`src/rtl/ff_div_arbiter.sv`:
```
// ff_div_arbiter
//
// Round-robin arbiter and sequencer in front of one shared GF(2^8)
// multiply/divide/inverse unit. The unit has no handshake, so this block
// grants one requester at a time and drives that requester's operands onto
// the unit. It holds them for LATENCY cycles, captures the 18-bit result and
// strobes it back to the requester. A zero divisor is answered straight away
// with resp_err set, and the unit is not used.
//
// Handshake: in IDLE, a set req_valid[i] bit is a request. The grant is a
// one-cycle req_ready[g] pulse in the cycle after the grant edge. The
// requester must drop req_valid, or present new operands, once it has
// sampled req_ready. In WAIT and RESP, req_valid is ignored; a request still
// pending when the block returns to IDLE is arbitrated again. The response is
// a one-cycle resp_valid[g] strobe. resp_data and resp_err are qualified by
// that strobe and hold their value until the next response.
//
// Ports:
//   clock, reset_n           rising-edge clock, asynchronous active-low reset
//   req_valid[NREQ]          per-requester request
//   req_dividend/divisor     8 bits per requester, requester i on [8i+7:8i]
//   req_ready[NREQ]          one-hot acceptance pulse
//   resp_valid[NREQ]         one-hot response strobe
//   resp_data[18], resp_err  result and divide-by-zero flag
//   busy                     high whenever the FSM is not in IDLE
//   div_dividend/div_divisor operands to the shared unit
//   div_result[18]           result from the shared unit
//   dbg_state[2]             current FSM state (0 IDLE, 1 WAIT, 2 RESP)

module ff_div_arbiter #(
  parameter int NREQ    = 4,
  parameter int LATENCY = 8
) (
  input  logic                clock,
  input  logic                reset_n,
  input  logic [NREQ-1:0]     req_valid,
  input  logic [8*NREQ-1:0]   req_dividend,
  input  logic [8*NREQ-1:0]   req_divisor,
  output logic [NREQ-1:0]     req_ready,
  output logic [NREQ-1:0]     resp_valid,
  output logic [17:0]         resp_data,
  output logic                resp_err,
  output logic                busy,
  output logic [7:0]          div_dividend,
  output logic [7:0]          div_divisor,
  input  logic [17:0]         div_result,
  output logic [1:0]          dbg_state
);

  localparam int GW = (NREQ > 1) ? $clog2(NREQ) : 1;
  localparam int CW = (LATENCY > 1) ? $clog2(LATENCY) : 1;

  localparam logic [1:0] S_IDLE = 2'd0;
  localparam logic [1:0] S_WAIT = 2'd1;
  localparam logic [1:0] S_RESP = 2'd2;

  // cnt starts at LATENCY-1 on the grant edge. The capture edge is the one
  // where cnt is already 0, which is LATENCY edges after the grant.
  localparam logic [CW-1:0] CNT_LOAD = CW'(LATENCY - 1);

  logic [1:0]      state;
  logic [GW-1:0]   g;
  logic [GW-1:0]   ptr;
  logic [CW-1:0]   cnt;

  logic            any_req;
  logic [GW-1:0]   pick;
  logic [GW-1:0]   pick_next;
  logic [NREQ-1:0] pick_oh;
  logic [7:0]      pick_dvd;
  logic [7:0]      pick_dvs;

  // Round-robin search: the first set request starting at ptr and wrapping.
  // The sum is one bit wider so the wrap can be done by a single subtract.
  always_comb begin
    logic [GW:0]   sum;
    logic [GW-1:0] idx;
    any_req = 1'b0;
    pick    = '0;
    sum     = '0;
    idx     = '0;
    for (int k = 0; k < NREQ; k++) begin
      sum = {1'b0, ptr} + (GW+1)'(k);
      if (sum >= (GW+1)'(NREQ)) begin
        sum = sum - (GW+1)'(NREQ);
      end
      idx = sum[GW-1:0];
      if (!any_req && req_valid[idx]) begin
        any_req = 1'b1;
        pick    = idx;
      end
    end
  end

  // The operands of the picked requester, and its one-hot grant vector.
  always_comb begin
    pick_dvd = '0;
    pick_dvs = '0;
    pick_oh  = '0;
    for (int k = 0; k < NREQ; k++) begin
      if (pick == GW'(k)) begin
        pick_dvd   = req_dividend[8*k +: 8];
        pick_dvs   = req_divisor[8*k +: 8];
        pick_oh[k] = 1'b1;
      end
    end
  end

  assign pick_next = (pick == GW'(NREQ - 1)) ? '0 : pick + 1'b1;

  always_ff @(posedge clock or negedge reset_n) begin
    if (!reset_n) begin
      state        <= S_IDLE;
      g            <= '0;
      ptr          <= '0;
      cnt          <= '0;
      div_dividend <= '0;
      div_divisor  <= '0;
      resp_data    <= '0;
      resp_err     <= 1'b0;
      req_ready    <= '0;
    end else begin
      req_ready <= '0;
      case (state)
        S_IDLE: begin
          if (any_req) begin
            g         <= pick;
            ptr       <= pick_next;
            req_ready <= pick_oh;
            if (pick_dvs != 8'h00) begin
              div_dividend <= pick_dvd;
              div_divisor  <= pick_dvs;
              cnt          <= CNT_LOAD;
              state        <= S_WAIT;
            end else begin
              // Division by zero: answer now and leave the unit's operands
              // untouched.
              resp_data <= '0;
              resp_err  <= 1'b1;
              state     <= S_RESP;
            end
          end
        end
        S_WAIT: begin
          if (cnt != '0) begin
            cnt <= cnt - 1'b1;
          end else begin
            resp_data <= div_result;
            resp_err  <= 1'b0;
            state     <= S_RESP;
          end
        end
        S_RESP: begin
          state <= S_IDLE;
        end
        default: begin
          state <= S_IDLE;
        end
      endcase
    end
  end

  // The response strobe is decoded from the registered state, so it lasts
  // exactly the single RESP cycle.
  always_comb begin
    resp_valid = '0;
    if (state == S_RESP) begin
      resp_valid[g] = 1'b1;
    end
  end

  assign busy      = (state != S_IDLE);
  assign dbg_state = state;

endmodule

```
`config.mk`:
```
export PLATFORM = sky130hd
export DESIGN_NAME = ff_div_arbiter
export DESIGN_NICKNAME = d
export VERILOG_FILES = /design/src/rtl/ff_div_arbiter.sv
export SDC_FILE = /design/constraint.sdc
export NUM_CORES = 1
export LEC_CHECK = 0
export BUFFER_PORTS_ARGS = -buffer_cell sky130_fd_sc_hd__buf_2
export CAP_MARGIN = 20
export CELL_PAD_IN_SITES_DETAIL_PLACEMENT = 2
export CELL_PAD_IN_SITES_GLOBAL_PLACEMENT = 2
export CORE_MARGIN = 4
export CORE_UTILIZATION = 25
export DETAILED_ROUTE_END_ITERATION = 10
export MAX_ROUTING_LAYER = met4
export PLACE_DENSITY_LB_ADDON = 0.1
export RECOVER_POWER = 50
export REMOVE_ABC_BUFFERS = 1
export SLEW_MARGIN = 20
export SYNTH_ARGS = -nofsm -noshare
export SYNTH_HDL_FRONTEND = slang
export SYNTH_SLANG_ARGS = --single-unit
export TNS_END_PERCENT = 1
```
`constraint.sdc`:
```
create_clock -name clock -period 3.7 [get_ports clock]
set_input_delay 0.185 -clock clock [delete_from_list [all_inputs] [get_ports clock]]
set_output_delay 0.185 -clock clock [all_outputs]
set_load 0.1 [all_outputs]
```
==> results of run 1 <==
-- state kept, by name (all words and copies together), names as in the netlist --
register      count
div_divisor       8
g                 2
resp_err          1
ptr               2
div_dividend      8
req_ready         4
resp_data        18
cnt               3
dbg_state         2
-- layout make-up --
class	instances	area share
well taps	129	0.0469
inverters	9	0.00982
flip-flops and latches	48	0.349
clock inverters	3	0.0262
repair buffers	143	0.207
clock buffers	5	0.0200
multi-input cells	160	0.341
-- cell usage after synthesis, drive strengths merged (2+ instances only) --
library cell / n / area share
nand2: 11 / 0.017
o41ai: 7 / 0.025
nor4bb: 2 / 0.0082
buf: 6 / 0.012
clkbuf: 10 / 0.015
nor2: 17 / 0.027
inv: 9 / 0.014
o21ai: 19 / 0.041
o22ai: 11 / 0.028
and2: 3 / 0.0077
mux2: 10 / 0.046
ha: 6 / 0.031
a22oi: 8 / 0.025
nor2b: 2 / 0.0051
nand2b: 3 / 0.0077
nor4: 2 / 0.011
a221oi: 8 / 0.029
dfrtp: 48 / 0.49
a22o: 18 / 0.065
a21oi: 12 / 0.025
nand3b: 2 / 0.0062
or2: 4 / 0.010
-- stage by stage --
step	worst slack (ns)	TNS (ns)
finish	0.275	0
global route	0.00804	0
CTS	0.0615	0
global placement	-0.0357	-0.317
detailed placement	-0.172	-3.17
floorplan	-0.626	-1.44
-- worst paths after layout --
| check | start | endpoint | slack (ns) | cells after the start |
|---|---|---|---|---|
| hold reg to reg | cnt[0]$_DFFE_PN0P_ | cnt[0]$_DFFE_PN0P_ | 0.50 | 1 |
| min in group asynchronous | reset_n | req_ready[3]$_DFF_PN0_ | 1.35 | 3 |
| setup / recovery | ptr[1]$_DFFE_PN0P_ | resp_data[11]$_DFFE_PN0P_ | 0.28 | 13 |
| max in group asynchronous | reset_n | div_dividend[4]$_DFFE_PN0P_ | 0.82 | 3 |
| hold / removal | div_result[4] | resp_data[4]$_DFFE_PN0P_ | 0.1 | 2 |
| setup reg to reg | ptr[1]$_DFFE_PN0P_ | resp_data[11]$_DFFE_PN0P_ | 0.28 | 13 |
-- critical path, stage by stage, from the launching register on --
cell,delay [ns]
dfrtp_1,0.44
inv_1,0.10
a2bb2oi_1,0.17
o221ai_1,0.17
nor2_2,0.17
inv_1,0.08
ha_1,0.27
or2_1,0.38
a221oi_1,0.36
o22ai_1,0.18
nor4_4,0.40
buf_4,0.20
o21ai_4,0.15
a22o_1,0.23
-- what timing repair did --
item | CTS | global route
pin swaps | 0 | 1
hold endpoints to repair | 1 | 0
resized for setup | 1 | 7
cloned | 0 | 0
hold buffers | 1 | 0
buffers inserted | 0 | 1
endpoints found under the setup margin | 28 | 39
-- logic make-up after synthesis --
group / count (synthesis) / share of synthesized area
AOI/OAI and AO/OA: 92 / 0.267
and+or+nand+nor: 50 / 0.114
DFF: 48 / 0.493
buffers and inverters: 25 / 0.0416
muxes: 11 / 0.0503
adders and majority gates: 6 / 0.0308
xor gates and xnor gates: 1 / 0.00360
-- routing by layer --
metal / wire [um] / vias to the layer above
li1: - / 1141
met1: 3600 / 1216
met2: 4480 / 64
met3: 384 / 7
met4: 67 / 0
met5: 0 / -
-- cells in the final DEF, fill, tap and decap left out, types with 2 or more instances in the layout --
master / count
ha_1: 6
and2_1: 3
o22ai_1: 11
nand2_1: 11
a22oi_1: 8
a21oi_1: 12
inv_1: 9
bufinv_16: 3
nand3b_1: 2
clkbuf_1: 24
mux2_2: 10
buf_4: 8
nor2_1: 15
dfrtp_1: 48
a221oi_2: 2
nor4bb_1: 2
nand2b_1: 3
o21ai_0: 18
a22o_1: 18
clkbuf_8: 5
buf_2: 110
a221oi_1: 6
or2_2: 3
o41ai_1: 7
==> metrics.md, run 1 <==
| Metric | Value |
|---|---|
| Status | `complete, but fails checks` |
| Failing checks | `max-capacitance violations, max-slew violations` |
| First-pass GRT wire length | `14000 um` |
| Routed WL | `8530 um` |
| Initial core utilization | `0.260` |
| Placer Congestion | `0.728` |
| Synth-to-Final Area Change | `41.2%` |
| DRC viols | `0` |
| Synthesized area per cell | `10.5 um2` |
| Unrepaired setup endpoints after global routing | `false` |
| Fin. Hold Viols | `0` |
| Worst hold slack | `0.0996 ns` |
| Initial antenna violation count | `0` |
| Seq. cell area | `1200 um2` |
| Slew Viols, Final | `49` |
| Vias | `2428` |
| Max clock buf depth | `2` |
| Setup Skew | `0.00804 ns` |
| Largest net degree at the start of global routing | `49` |
| Total grt overflow | `0` |
| F_max | `292 MHz` |
| Clk sinks | `48` |
| Crit end category | `register` |
| Port bufs | `133` |
| Horiz. Die Dim | `107 um` |
| GR peak layer | `met2` |
| Total GRT Usage | `0.158` |
| Nets | `461` |
| M2 GR Usage | `0.277` |
| Chip height | `107 um` |
| Ys Warns | `0` |
| Core Box Area | `9370 um2` |
| Crit Path Category | `register to register` |
| Final Core Density | `0.367` |
| Required @ worst endpoint | `3.90 ns` |
| Multi-input logic area | `1170 um2` |
| Placed cell count | `487` |
| Fin cells | `497` |
| Post-Syn Instances | `233` |
| Drt wl/cell | `17.2 um` |
| Worst endpoint data arrival time | `3.62 ns` |
| Period Utilization, post-route | `0.926` |
| Flops & latches, synth | `48` |
| Setup-failing EPs final | `0` |
| Worst skew pair latency | `0.31 ns` |
| Slew headroom | `-0.791` |
| Vias in the first global route | `2742` |
| Distinct cells, synth | `41` |
| Die Area | `11400 um2` |
| Num CTS Buffers | `5` |
| M3 GR Usage | `0.0277` |
| Max FO, Critical Path | `19` |
| Post-route ant nets | `0` |
| Number of synthesized flops with an enable pin | `0` |
| Placed instance area | `3260 um2` |
| Top-Level Pins | `134` |
| Final instance area | `3440 um2` |
| CTS HTree Levels | `2` |
| Fill count | `1098` |
| Clock transition at path regs | `0.10 ns` |
| Row cnt | `35` |
| Hold crit path type | `input pin to register` |
| HPWL Detailed | `6480 um` |
| Pre-antenna DRT Iters | `4` |
| Met1 GRT Util | `0.190` |
| Number of diodes | `0` |
| Register area share after synthesis | `0.493` |
| CTS tree | `done` |
| Max cap viols | `1` |
| Clk root buf | `clkbuf_8` |
| Dominant synthesized flop cell | `dfrtp_1` |
| Post-synth ARST share | `1.00` |
| CP startpoint kind | `register` |
| Layout cell share with drive strength beyond 1 | `0.399` |
| Min Clock Period, post-route | `3.42 ns` |
| Vias/cell | `4.89` |
| DR iter-0 viols | `45` |
| Least-Margin Pin Slew | `2.69 ns` |
| Mapped Area | `2440 um2` |
Power of run 1 is left out: the tool's default activity adds up to more than one toggle a clock period on the data nets, which glitch-free logic cannot reach.
==> inputs of run 2 (changes only) <==
--- a/config.mk
+++ b/config.mk
@@ -9,7 +9,6 @@
 export CAP_MARGIN = 20
 export CELL_PAD_IN_SITES_DETAIL_PLACEMENT = 2
 export CELL_PAD_IN_SITES_GLOBAL_PLACEMENT = 2
-export CORE_MARGIN = 4
 export CORE_UTILIZATION = 25
 export DETAILED_ROUTE_END_ITERATION = 10
 export MAX_ROUTING_LAYER = met4
==> constraint.sdc (replaced) <==
create_clock -name clock -period 3.7 [get_ports clock]
set_input_delay 0.555 -clock clock [delete_from_list [all_inputs] [get_ports clock]]
set_output_delay 0.555 -clock clock [all_outputs]
set_load 0.1 [all_outputs]
==> metrics.md, run 2 (synthesis gave the netlist of run 1 again) <==
| Metric | Value |
|---|---|
| Chip height | `101 um` |
| Num CTS Buffers | `5` |
| Die Area | `10100 um2` |
| HPWL Detailed | `6020 um` |
| F_max | `291 MHz` |
| Port bufs | `133` |
| Vias/cell | `4.85` |
| Commonest cells after routing, fill and taps aside | `117 x buf_2, 48 x dfrtp_1, 18 x o21ai_0, 18 x a22o_1, 17 x clkbuf_1` |
| Placer Congestion | `0.766` |
| CTS HTree Levels | `2` |
| Routed WL | `7890 um` |
| Slew Viols, Final | `27` |
| Clk sinks | `48` |
| Pre-antenna DRT Iters | `4` |
| Total GRT Usage | `0.167` |
| DRC viols | `0` |
| Least-Margin Pin Slew | `1.52 ns` |
| Drt wl/cell | `15.9 um` |
| Crit Path Category | `register to register` |
| Unrepaired setup endpoints after global routing | `true` |
| Top-Level Pins | `134` |
| Largest net degree at the start of global routing | `27` |
| Layout cell share with drive strength beyond 1 | `0.420` |
| Horiz. Die Dim | `101 um` |
| Setup Skew | `0.00531 ns` |
| Initial antenna violation count | `0` |
| Initial core utilization | `0.261` |
| Worst skew pair latency | `0.31 ns` |
| Synth-to-Final Area Change | `40.2%` |
| Status | `complete, but fails checks` |
| Max cap viols | `1` |
| Max FO, Critical Path | `21` |
| Total grt overflow | `0` |
| Clock transition at path regs | `0.10 ns` |
| R2R Setup Slk | `0.27 ns` |
| Largest register FFs | `18` |
| Biggest register | `resp_data` |
| Post-route ant nets | `0` |
| Crit end category | `register` |
| Setup-failing EPs final | `0` |
| Slew headroom | `-0.0149` |
| Clk root buf | `clkbuf_8` |
| CP startpoint kind | `register` |
| Row cnt | `35` |
| Period Utilization, post-route | `0.928` |
| Fin. Hold Viols | `0` |
| Final setup TNS | `0 ns` |
| Most common cell after layout, fill and taps aside | `buf_2` |
| Required @ worst endpoint | `3.90 ns` |
| Vias in the first global route | `2611` |
| Nets | `460` |
| Regs by FF count | `resp_data (18), div_dividend (8), div_divisor (8)` |
| Hold crit path type | `input pin to register` |
| CTS tree | `done` |
| Max clock buf depth | `2` |
| Failing checks | `max-capacitance violations, max-slew violations` |
| DR iter-0 viols | `44` |
| Number of diodes | `0` |
| First-pass GRT wire length | `12900 um` |
| Min Clock Period, post-route | `3.43 ns` |
| Worst endpoint data arrival time | `3.63 ns` |
| Core Box Area | `9330 um2` |
| Vias | `2407` |
## run 2: critical path, stage by stage, from the launching register on
cell	delay, ns
dfrtp_1	0.39
inv_1	0.12
a2bb2oi_1	0.18
o221ai_1	0.17
nor2_1	0.22
ha_1	0.21
buf_4	0.23
nand2b_1	0.31
o22ai_1	0.17
o22ai_1	0.33
nor4_4	0.07
nor2_2	0.51
mux2_2	0.41
## run 2: layout make-up
cell class	count	area (um2)
fillers	1068	5910
inverters	9	33.8
clock buffers	5	68.8
well taps	129	161
clock inverters	3	68.8
flip-flops and latches	48	1200
repair buffers	142	709
multi-input cells	160	1170
## run 2: metal layers
metal	up-vias	global-route usage	wire length [um]
li1	1140	-	-
met1	1195	0.201	3420
met2	66	0.289	4050
met3	6	0.0305	340
met4	0	0.0401	76
met5	-	-	0
## run 2: per-stage QoR
step | std cells | setup slack, ns | utilization | cell area (um2) | hold WS (ns)
2_1_floorplan | 217 | -0.996 | - | 2370 | 0.259
3_3_place_gp | 488 | -0.101 | 0.350 | 3270 | 0.472
3_5_place_dp | 488 | -0.115 | 0.350 | 3270 | 0.477
4_1_cts | 496 | 0.0326 | 0.365 | 3410 | 0.223
5_1_grt | 496 | -0.0597 | 0.366 | 3410 | 0.446
6_report | 496 | 0.267 | 0.366 | 3410 | 0.455
## run 2: final timing paths
| path | startpoint | to | depth (start not counted) |
|---|---|---|---|
| max | ptr[0]$_DFFE_PN0P_ | div_dividend[0]$_DFFE_PN0P_ | 12 |
| min | div_result[4] | resp_data[4]$_DFFE_PN0P_ | 2 |
| max reg2reg | ptr[0]$_DFFE_PN0P_ | div_dividend[0]$_DFFE_PN0P_ | 12 |
| min reg2reg | cnt[0]$_DFFE_PN0P_ | cnt[0]$_DFFE_PN0P_ | 1 |
| max in group asynchronous | reset_n | div_divisor[0]$_DFFE_PN0P_ | 2 |
| min in group asynchronous | reset_n | div_divisor[1]$_DFFE_PN0P_ | 1 |
## run 2: timing repair
action                     4_1_cts  5_1_grt
hold endpoints to repair         0        0
gates resized for setup          0        6
buffers inserted                 0        0
hold buffers                     0        0
setup endpoints to repair        0       40
Power of run 2 is left out for the same reason.
==> inputs of run 3 (changes only) <==
--- a/config.mk
+++ b/config.mk
@@ -14,7 +14,6 @@
 export MAX_ROUTING_LAYER = met4
 export PLACE_DENSITY_LB_ADDON = 0.1
 export RECOVER_POWER = 50
-export REMOVE_ABC_BUFFERS = 1
 export SLEW_MARGIN = 20
 export SYNTH_ARGS = -nofsm -noshare
 export SYNTH_HDL_FRONTEND = slang
==> constraint.sdc (replaced) <==
create_clock -name clock -period 3.89 [get_ports clock]
set_input_delay 0.5835 -clock clock [delete_from_list [all_inputs] [get_ports clock]]
set_output_delay 0.5835 -clock clock [all_outputs]
set_load 0.1 [all_outputs]
==> metrics.md, run 3 (synthesis gave the netlist of run 1 again) <==
| Metric | Value |
|---|---|
| Die Area | `10100 um2` |
| Row cnt | `35` |
| Most common cell after layout, fill and taps aside | `buf_2` |
| Fin. Hold Viols | `0` |
| Synthesized net count | `327` |
| Max cap viols | `1` |
| Clock transition at path regs | `0.09 ns` |
| Nets | `463` |
| Initial antenna violation count | `1` |
| Synth-to-Final Area Change | `40.1%` |
| Clk root buf | `clkbuf_8` |
| Placer Congestion | `0.828` |
| Clk sinks | `48` |
| Routed WL | `8270 um` |
| Slowest stage delay, CP | `0.42 ns` |
| Least-Margin Pin Slew | `2.64 ns` |
| CTS Hold Buffers Added | `0` |
| Max FO, Critical Path | `12` |
| Total grt overflow | `0` |
| Layout cell share with drive strength beyond 1 | `0.414` |
| Pre-antenna DRT Iters | `4` |
| Min Clock Period, post-route | `3.55 ns` |
| Vias/cell | `4.85` |
| Slew headroom | `-0.763` |
| Worst skew pair latency | `0.30 ns` |
| DR iter-0 viols | `57` |
| Post-route ant nets | `0` |
| Horiz. Die Dim | `101 um` |
| Required @ worst endpoint | `4.07 ns` |
| First-pass GRT wire length | `13500 um` |
| Setup-failing EPs final | `0` |
| Max clock buf depth | `2` |
| Fin cells | `500` |
| Port bufs | `133` |
| Vias | `2427` |
| CTS tree | `done` |
| F_max | `281 MHz` |
| Crit-path slowest cell | `or2_0` |
| CTS HTree Levels | `2` |
| Placed cell count | `490` |
| Core Box Area | `9330 um2` |
| Crit-path cells | `inv_1 > a2bb2oi_1 > o221ai_1 > nor2_1 > inv_1 > ha_1 > or2_0 > a221oi_2 > o22ai_1 > nor4_4 > nor2_2 > buf_4 > o32a_1` |
| Drt wl/cell | `16.5 um` |
| Initial core utilization | `0.261` |
| DRC viols | `0` |
| Num CTS Buffers | `5` |
| Crit end category | `register` |
| Slew Viols, Final | `49` |
| Chip height | `101 um` |
| Worst endpoint data arrival time | `3.73 ns` |
| Vias in the first global route | `2716` |
| Most used cell, CP | `inv_1` |
| Failing checks | `max-capacitance violations, max-slew violations` |
| Regs by FF count | `resp_data (18), div_dividend (8), div_divisor (8)` |
| Setup Skew | `0.00829 ns` |
| Total GRT Usage | `0.177` |
| Commonest cells after routing, fill and taps aside | `110 x buf_2, 48 x dfrtp_1, 24 x clkbuf_1` |
| Status | `complete, but fails checks` |
| Period Utilization, post-route | `0.913` |
| HPWL Detailed | `6360 um` |
| Largest net degree at the start of global routing | `49` |
| CP startpoint kind | `register` |
| Crit Path Category | `register to register` |
| Largest register FFs | `18` |
| Unrepaired setup endpoints after global routing | `false` |
| Hold crit path type | `input pin to register` |
| Worst hold slack | `0.500 ns` |
| Biggest register | `resp_data` |
| Top-Level Pins | `134` |
[run 3: worst paths after layout]
path,end,cells past startpoint,slack [ns],from
setup / recovery,cnt[2]$_DFFE_PN0P_,13,0.34,ptr[0]$_DFFE_PN0P_
hold / removal,resp_data[12]$_DFFE_PN0P_,2,0.50,div_result[12]
setup reg to reg,cnt[2]$_DFFE_PN0P_,13,0.34,ptr[0]$_DFFE_PN0P_
hold reg to reg,resp_data[6]$_DFFE_PN0P_,1,0.51,resp_data[6]$_DFFE_PN0P_
max in group asynchronous,cnt[2]$_DFFE_PN0P_,2,1.19,reset_n
min in group asynchronous,div_divisor[0]$_DFFE_PN0P_,2,1.21,reset_n
[run 3: metal layers]
| layer | track usage | up-vias | share of wire |
|---|---|---|---|
| met5 | - | - | 0 |
| met4 | 0.0491 | 0 | 0.018 |
| met3 | 0.0298 | 12 | 0.044 |
| met2 | 0.299 | 67 | 0.50 |
| met1 | 0.218 | 1196 | 0.43 |
| li1 | - | 1152 | - |
[run 3: area by class of cell]
type,count,area (um2)
clock inverters,3,42.5
flip-flops and latches,48,1200
well taps,129,161
multi-input cells,160,1180
clock buffers,5,68.8
repair buffers,145,723
diodes,1,2.50
inverters,9,33.8
fillers,1077,5920
[run 3: per-stage QoR]
step	setup TNS (ns)	worst slack [ns]	cell area, um2	util
3_3_place_gp	0	0.286	3290	0.353
4_1_cts	0	0.239	3400	0.365
5_1_grt	0	0.00203	3410	0.366
2_1_floorplan	-1.23	-0.613	2440	-
3_5_place_dp	0	0.0760	3290	0.353
6_report	0	0.337	3410	0.366
[run 3: repair_timing]
item / CTS / global route
setup endpoints to repair: 0 / 27
gates resized for setup: 0 / 6
setup buffers: 0 / 1
[run 3: critical path: cells and delay by family, from the launching register on]
family / cells / cell delay [ns]
AND/OR/NAND/NOR: 4 / 1.12
buffers and inverters: 3 / 0.42
adder cells (fa/ha/maj): 1 / 0.25
flip-flops: 1 / 0.41
AO/OA/AOI/OAI: 5 / 1.23
Power of run 3 is left out for the same reason.
